$ cat config.mk
export PLATFORM = sky130hd
export DESIGN_NAME = sn74hc595_multi_seg8_driver
export DESIGN_NICKNAME = d
export VERILOG_FILES = /design/src/rtl/sn74hc595_multi_seg8_driver.sv
export SDC_FILE = /design/constraint.sdc
export NUM_CORES = 1
export LEC_CHECK = 0
export ABC_AREA = 1
export CAP_MARGIN = 20
export CELL_PAD_IN_SITES_DETAIL_PLACEMENT = 0
export CELL_PAD_IN_SITES_GLOBAL_PLACEMENT = 1
export CORE_ASPECT_RATIO = 1.25
export CORE_MARGIN = 1.5
export CORE_UTILIZATION = 40
export DETAILED_ROUTE_END_ITERATION = 10
export PLACE_DENSITY_LB_ADDON = 0.1
export SYNTH_ARGS = -nofsm -noshare
export SYNTH_HDL_FRONTEND = slang
export SYNTH_SLANG_ARGS = --single-unit
$ cat constraint.sdc
create_clock -name clk -period 1.9 [get_ports clk]
set_clock_uncertainty 0.1 [all_clocks]
set_input_delay 0.38 -clock clk [delete_from_list [all_inputs] [get_ports clk]]
set_output_delay 0.38 -clock clk [all_outputs]
set_load 0.02 [all_outputs]
$ cat src/rtl/sn74hc595_multi_seg8_driver.sv
// Serial driver for a chain of SN74HC595 shift registers feeding a
// multi-digit 8-segment display. A request captures the encoded digits,
// shifts them out MSB first (top digit first) and then pulses the latch.
module sn74hc595_multi_seg8_driver #(
  parameter int unsigned DIGITS         = 4,
  parameter int unsigned STEP_LENGTH    = 250,
  parameter int unsigned COMMON_ANODE   = 1,
  parameter int unsigned BLANK_LEADING  = 0,
  parameter int unsigned REFRESH_PERIOD = 0
) (
  input  logic                  clk,
  input  logic                  rst,
  input  logic                  trigger,
  input  logic [4*DIGITS-1:0]   nums,
  input  logic [DIGITS-1:0]     dp,
  output logic                  busy,
  output logic                  done,
  output logic                  clk_serial,
  output logic                  data,
  output logic                  load
);

  localparam int unsigned B      = 8 * DIGITS;
  localparam int unsigned STEP_W = $clog2(2 * STEP_LENGTH);
  localparam int unsigned BIT_W  = $clog2(B);

  localparam logic [STEP_W-1:0] HALF_END = STEP_W'(STEP_LENGTH - 1);
  localparam logic [STEP_W-1:0] FULL_END = STEP_W'(2 * STEP_LENGTH - 1);
  localparam logic [BIT_W-1:0]  LAST_BIT = BIT_W'(B - 1);
  localparam logic [B-1:0]      ALL_OFF  = (COMMON_ANODE != 0) ? '1 : '0;

  typedef enum logic [1:0] {
    IDLE,
    SHIFT,
    LATCH
  } state_t;

  state_t             state_q;
  state_t             state_d;
  logic               t0;
  logic               t1;
  logic               start_req;
  logic               pending;
  logic               refresh_hit;
  logic               go;
  logic               latch_enter;
  logic               finish;
  logic [STEP_W-1:0]  step_cnt;
  logic [BIT_W-1:0]   bit_cnt;
  logic [BIT_W-1:0]   next_idx;
  logic [B-1:0]       buffer;
  logic [B-1:0]       enc_word;
  logic [3:0]         digit;
  logic               pt;
  logic [7:0]         byte_v;
  logic               leading;

  // Common-anode segment codes: bit 7 = dp, bits 6..0 = g..a, active-low.
  function automatic logic [7:0] glyph(input logic [3:0] v);
    logic [7:0] g;
    case (v)
      4'h0:    g = 8'hC0;
      4'h1:    g = 8'hF9;
      4'h2:    g = 8'hA4;
      4'h3:    g = 8'hB0;
      4'h4:    g = 8'h99;
      4'h5:    g = 8'h92;
      4'h6:    g = 8'h82;
      4'h7:    g = 8'hF8;
      4'h8:    g = 8'h80;
      4'h9:    g = 8'h90;
      4'hA:    g = 8'h88;
      4'hB:    g = 8'h83;
      4'hC:    g = 8'hC6;
      4'hD:    g = 8'hA1;
      4'hE:    g = 8'h86;
      default: g = 8'h8E;
    endcase
    return g;
  endfunction

  // Two-flop trigger synchroniser; a request is its rising edge.
  always_ff @(posedge clk or posedge rst) begin
    if (rst) begin
      t0 <= 1'b0;
      t1 <= 1'b0;
    end else begin
      t0 <= trigger;
      t1 <= t0;
    end
  end

  assign start_req = t0 & ~t1;

  // Encode all digits, scanning from the top digit so leading-zero
  // blanking can stop at the first significant digit.
  always_comb begin
    enc_word = '0;
    digit    = '0;
    pt       = 1'b0;
    byte_v   = '0;
    leading  = (BLANK_LEADING != 0);
    for (int unsigned k = 0; k < DIGITS; k++) begin
      digit = nums[4*(DIGITS-1-k) +: 4];
      pt    = dp[DIGITS-1-k];
      if (leading && (k != DIGITS - 1) && (digit == 4'h0) && !pt) begin
        byte_v = 8'hFF;
      end else begin
        leading = 1'b0;
        byte_v  = glyph(digit);
        if (pt) byte_v[7] = 1'b0;
      end
      if (COMMON_ANODE == 0) byte_v = ~byte_v;
      enc_word[8*(DIGITS-1-k) +: 8] = byte_v;
    end
  end

  // Periodic refresh: counts idle time after each done, never wraps.
  generate
    if (REFRESH_PERIOD > 0) begin : g_refresh
      localparam int unsigned RW = (REFRESH_PERIOD > 1) ? $clog2(REFRESH_PERIOD) : 1;
      localparam logic [RW-1:0] REFRESH_END = RW'(REFRESH_PERIOD - 1);
      logic [RW-1:0] refresh_cnt;

      // Cleared together with the rising edge of done so the next start
      // lands REFRESH_PERIOD cycles after the done cycle.
      always_ff @(posedge clk or posedge rst) begin
        if (rst) begin
          refresh_cnt <= '0;
        end else if (finish) begin
          refresh_cnt <= '0;
        end else if (refresh_cnt != REFRESH_END) begin
          refresh_cnt <= refresh_cnt + 1'b1;
        end
      end

      assign refresh_hit = (state_q == IDLE) && (refresh_cnt == REFRESH_END);
    end else begin : g_no_refresh
      assign refresh_hit = 1'b0;
    end
  endgenerate

  // State register.
  always_ff @(posedge clk or posedge rst) begin
    if (rst) state_q <= IDLE;
    else     state_q <= state_d;
  end

  // Next-state and control strobes.
  always_comb begin
    state_d     = state_q;
    go          = 1'b0;
    latch_enter = 1'b0;
    finish      = 1'b0;
    case (state_q)
      IDLE: begin
        if (start_req || pending || refresh_hit) begin
          go      = 1'b1;
          state_d = SHIFT;
        end
      end
      SHIFT: begin
        if ((step_cnt == FULL_END) && (bit_cnt == LAST_BIT)) begin
          latch_enter = 1'b1;
          state_d     = LATCH;
        end
      end
      LATCH: begin
        if (step_cnt == HALF_END) begin
          finish  = 1'b1;
          state_d = IDLE;
        end
      end
      default: state_d = IDLE;
    endcase
  end

  // One queued request: any number of edges during a transfer collapse here.
  always_ff @(posedge clk or posedge rst) begin
    if (rst) begin
      pending <= 1'b0;
    end else if (go) begin
      pending <= 1'b0;
    end else if (start_req && (state_q != IDLE)) begin
      pending <= 1'b1;
    end
  end

  assign next_idx = LAST_BIT - bit_cnt - BIT_W'(1);

  // Serial datapath: data changes at the start of each 2S bit slot,
  // clk_serial rises mid-slot, load is held for S cycles after the last bit.
  always_ff @(posedge clk or posedge rst) begin
    if (rst) begin
      buffer     <= ALL_OFF;
      step_cnt   <= '0;
      bit_cnt    <= '0;
      clk_serial <= 1'b0;
      data       <= 1'b0;
      load       <= 1'b0;
      busy       <= 1'b0;
      done       <= 1'b0;
    end else begin
      done <= finish;
      if (go) begin
        buffer     <= enc_word;
        data       <= enc_word[B-1];
        busy       <= 1'b1;
        step_cnt   <= '0;
        bit_cnt    <= '0;
        clk_serial <= 1'b0;
      end else if (state_q == SHIFT) begin
        if (step_cnt == FULL_END) begin
          step_cnt   <= '0;
          clk_serial <= 1'b0;
          if (latch_enter) begin
            load <= 1'b1;
          end else begin
            bit_cnt <= bit_cnt + 1'b1;
            data    <= buffer[next_idx];
          end
        end else begin
          step_cnt <= step_cnt + 1'b1;
          if (step_cnt == HALF_END) clk_serial <= 1'b1;
        end
      end else if (state_q == LATCH) begin
        if (finish) begin
          load     <= 1'b0;
          busy     <= 1'b0;
          step_cnt <= '0;
        end else begin
          step_cnt <= step_cnt + 1'b1;
        end
      end
    end
  end

endmodule

---- After elaboration in Yosys (flattened, before gate mapping) ----
Memory sizes are Yosys's and may differ from the RTL's. A register that Yosys moved wholly into a read port is not among the register bits.
Index checks and enable logic that the tools add are counted.
operators by class
  add/subtract/negate cells ............... 4
  magnitude comparators ................... 1
  eq/ne operators ......................... 12
  mux-type cells .......................... 42
  bitwise operators ....................... 3
  reduce and logical (&&, ||, !) cells .... 19
operators by type and width
  kind                                                 number
  2-to-1 mux 9 bit                                     5
  2-to-1 mux 1 bit                                     28
  2-to-1 mux 5 bit                                     4
  nonzero test 2 bit                                   8
  != test 2 bit, second input constant                 7
  adder 9 x 1 -> 9 bit, second input constant          1
  equality test 9 x 8 -> 1 bit, second input constant  1
  equality test 9 bit, second input constant           1
  AND reduction 3 bit                                  3
  < comparator 5 x 6 -> 1 bit, second input constant   1
  2-to-1 mux 2 bit                                     3
  case mux 2 bit (3 select lines)                      1
  nonzero test 3 bit                                   2
  adder 5 x 1 -> 5 bit, second input constant          1
  binary-select mux 1 bit (select 5 bit)               1
  equality test 5 bit, second input constant           1
  AND reduction 5 bit                                  1
  subtractor 5 x 1 -> 5 bit, second input constant     1
  subtractor 5 bit, first input constant               1
  equality test 2 x 1 -> 1 bit, second input constant  1
  equality test 2 bit, second input constant           1
  logical AND 1 bit                                    2
  logical NOT 2 bit                                    1
  NOT 1 bit                                            2
  other kinds (3)                                      3
word-level totals
  register bits ........................... 56
  memory bits (read-only) ................. 448
  word-level logic and storage cells ...... 97
  memories ................................ 4
memories
  name              words  width  read ports  clocked after Yosys merged registers in  write ports  RTL line  source
  (name not given)  16     7      1           1                                        0            61        case (v)
  (name not given)  16     7      1           1                                        0            61
  (name not given)  16     7      1           1                                        0            61
  (name not given)  16     7      1           1                                        0            61

---- Logic depth before layout (Yosys ltp) ----
  depth after elaboration ................. 8
  mapped depth ............................ 10
  gate-level depth less buffers ........... 10

---- Worst setup path before layout ----
No wires, ideal clock.
  path kind ............................... reg2reg
  from .................................... register bit_cnt[0]
  to ...................................... register data
  arrival ................................. 1.474 ns
  setup slack ............................. 0.210 ns
  stages on the path, launching flop included .. 10
  buffers on the path ..................... 0
  clock period less this slack ............ 1.690 ns
  path through ............................ dfrtp_1 ha_1 and3_1 ha_1 nor2_4 inv_4 nand3_1 nand2_1 clkinv_1 nand2_1
between the ends
  longest elaborated chain between the ends .. 8
  elaborated cells between the ends (all ways) .. 14
ends and longest elaborated chain
  item                                    RTL line  source
  start, declared                         49        logic [BIT_W-1:0] bit_cnt;
  start signal, assigned                  219       bit_cnt <= bit_cnt + 1'b1;
  subtractor 5 bit                        189       assign next_idx = LAST_BIT - bit_cnt - BIT_W'(1);
  subtractor 5 x 1 -> 5 bit               189
  binary-select mux 1 bit (select 5 bit)  220       data <= buffer[next_idx];
  2-to-1 mux 1 bit (not written as such)  220
  2-to-1 mux 1 bit                        216       if (latch_enter) begin
  2-to-1 mux 1 bit                        213       if (step_cnt == FULL_END) begin
  2-to-1 mux 1 bit                        212       end else if (state_q == SHIFT) begin
  2-to-1 mux 1 bit                        205       if (go) begin
  end signal, assigned                    207       data <= enc_word[B-1];
  end signal, assigned                    220
  end, declared                           19        output logic data,
Parallel ways exist; a longest one is shown, timed or not. The select of a mux whose other input is x is not followed.
A chain may end at the register's enable or synchronous reset.

---- Worst setup path in the final report ----
  from .................................... register data
  to ...................................... output port data
No word-level cell between the ends.

==> results.py <==
metrics = {
    "route": {
        "route.vias.total": 3172,
        "final_antenna_net_count": 0,
        "post_drt_wl_per_cell_um": 12.2,
        "finalWirelength_um": 8000,
        "drt_iter0_markers": 141,
        "drc": 0,
        "dr.pass1.iters": 4,
        "via_per_inst": 4.84,
    },
    "worst_setup_path": {
        "crit_required_ps": 1420,
        "crit_chain": "clkdlybuf4s50_1",
        "max_stage_delay_ps": 630,
        "crit_family": "buffers and inverters",
        "worst_path_max_delay_cell": "clkdlybuf4s50_1",
        "start_kind": "flip-flop",
        "worst_ep_arrival_time_ps": 1280,
        "endpoint_kind": "primary output",
        "path_buf_inv": 1,
        "setup.worst_path.class": "reg -> out",
        "cp_max_fo": 2,
    },
    "grt": {
        "grt_antenna_before_repair": 0,
        "grt_pass1_vias": 3139,
        "overflow": 0,
        "grt_usage_pct": 16.9,
        "grt_pass1_wl_um": 14100,
        "grt_max_degree": 57,
    },
    "placed_design": {
        "place.gp.congestion": 0.840,
        "dpl_cell_area_um2": 4340,
        "post-place-ws_ps": 4.05,
        "hpwl_um": 5930,
        "port_buffers": 27,
    },
    "cts": {
        "hold_buffers": 0,
        "clk_latency_ps": 300,
        "root_buffer": "clkbuf_16",
        "cts_tree": "done",
        "cts_sinks": 56,
        "htreeDepth": 2,
        "cts_buffers": 5,
        "clkSlewWorstSetupHoldPaths_ps": 70,
        "clock_path_buffers": 2,
    },
    "yosys": {
        "yosysTopAreaCell": "dfstp_2",
        "synth.cell_area_um2": 3790,
        "syn_inst": 490,
        "yosys_warnings": 0,
        "synth.top_cells.by_area": "dfstp_2, dfrtp_1, ha_1",
        "ys_types": 39,
        "synth_edf_count": 0,
        "ys_seq_area_share_pct": 38.1,
        "syn-num-nets": 545,
        "ys.flop_type": "dfstp_2",
        "netlist.area_leader.share_pct": 22.2,
        "yosysMostFrequentCell": "nand2_1",
        "ys_seq_elements": 56,
        "syn_area_per_cell_um2": 7.73,
        "synthArstFlopShare_pct": 100,
        "synthTopCellsByCount": "nand2_1, inv_1, nand3_1, o21ai_0",
    },
    "timing": {
        "setup_tns_ps": 0,
        "setup_slack_ps": 144,
        "timing.fmax_mhz": 569,
        "maxSlewViolCount": 0,
        "min_period_ps": 1760,
        "fin_crit_sh_pct": 92.4,
        "tightest_slew_ps": 383,
        "relSlewSlack_pct": 74.4,
        "report.final.setup_viol": 0,
        "hold_violations": 0,
    },
    "final_layout": {
        "n_antenna_cell": 0,
        "area_delta_synth_final_pct": 18.7,
        "drive_above_1_share_pct": 16.7,
        "fin_area_um2": 4500,
        "nets": 587,
        "post-route-util_pct": 49.0,
    },
    "outcome": {
        "status": "finished, final reports clean",
    },
    "power_and_ir_drop": {
        "power_frac_seq_pct": 41.6,
        "p_comb_share_pct": 38.8,
        "internal-power_w": 0.00310,
        "ir_drop_uv": 482,
        "p_sw_w": 0.00174,
        "powerDensity_nw_per_um2": 1080,
        "leakagePower_nw": 2.14,
        "p_total_w": 0.00484,
        "clkPwrFrac_pct": 19.6,
        "p_sw_share_pct": 35.9,
    },
    "floorplanning": {
        "std_cell_rows": 39,
        "die_h_um": 112,
        "design.die.area_um2": 10100,
        "ioPinCount": 28,
        "start_util_pct": 41.3,
        "die_x_um": 90.0,
        "fp.coreArea_um2": 9170,
    },
    "min_path": {
        "hold_path_class": "reg -> reg",
    },
    "job": {
        "maxCapViolCount": 0,
    },
}
final timing paths:
check	end	cells after the start	slack, ps	start
max	data	1	140	data
min	t1	0	290	t0
max reg2reg	buffer[8]	7	150	state_q[0]
min reg2reg	t1	0	290	t0
max in group asynchronous	buffer[28]	3	1030	rst
min in group asynchronous	t1	3	360	rst
layer usage:
| metal | global-route usage [%] | wire length, um | vias up |
|---|---|---|---|
| met1 | 20.3 | 3720 | 1452 |
| li1 | - | - | 1683 |
| met4 | 6.14 | 93 | 0 |
| met5 | 0 | 0 | - |
| met2 | 30.2 | 4030 | 33 |
| met3 | 3.01 | 151 | 4 |
logic make-up after synthesis:
logic type      after synthesis  share of synthesized area, %
simple gates                196                          24.2
compound gates              105                          16.1
buf+inv                      97                          10.2
flops                        56                          38.1
fa+ha+maj                    32                          10.6
xor+xnor                      4                         0.925
cells in the final DEF (no fill, tap or decap), types with 2 or more instances in the layout:
cell and n:
nor3_2 2, o21ai_1 10, clkdlybuf4s50_1 27, a21oi_1 21, nand2_1 103, clkbuf_1 2
a22oi_1 9, nor2_1 29, o31ai_1 2, nand4_1 2, nand3_1 38, o211ai_1 7
nand3_2 4, inv_2 6, dfrtp_1 24, inv_1 70, nor3_1 5, o21ai_0 38
ha_1 32, a31oi_1 10, nor2_4 3, xor2_1 3, clkbuf_16 5, nand2_2 3
buf_4 23, buf_12 2, nor3_4 2, o22ai_1 4, clkinv_1 3, dfstp_2 32
cell type report:
type	count	area [um^2]
repair buffers	52	483
clock buffers	8	146
well taps	123	154
flip-flops and latches	56	1440
fillers	952	4680
inverters	80	303
multi-input cells	337	1970
sequential cells by signal, summed over array words and instances, names as in the netlist:
register	count
busy	1
done	1
buffer	32
clk_serial	1
state_q	2
t1	1
t0	1
step_cnt	9
load	1
bit_cnt	5
data	1
pending	1
per-stage QoR:
step / hold slack (ps) / instances
after floorplan: 254 / 490
after global placement: 266 / 648
after detailed placement: 280 / 648
after CTS: 295 / 656
after global routing: 305 / 656
final: 290 / 656
power groups by stage:
| stage | logic, W | clock network (W) | registers (W) |
|---|---|---|---|
| global placement | 0.00186 | 0 | 0.00202 |
| global route | 0.00215 | 0.00103 | 0.00207 |
| floorplan | 0.00137 | 0 | 0.00200 |
| CTS | 0.00189 | 0.000991 | 0.00202 |
| finish | 0.00188 | 0.000950 | 0.00201 |
| detailed placement | 0.00188 | 0 | 0.00204 |
timing repair:
item	in CTS	in global routing
hold endpoints to repair	0	0
gates resized for setup	0	1
setup buffers	0	0
setup endpoints to repair	0	1
No activity file was read; power rests on OpenSTA's default activity.
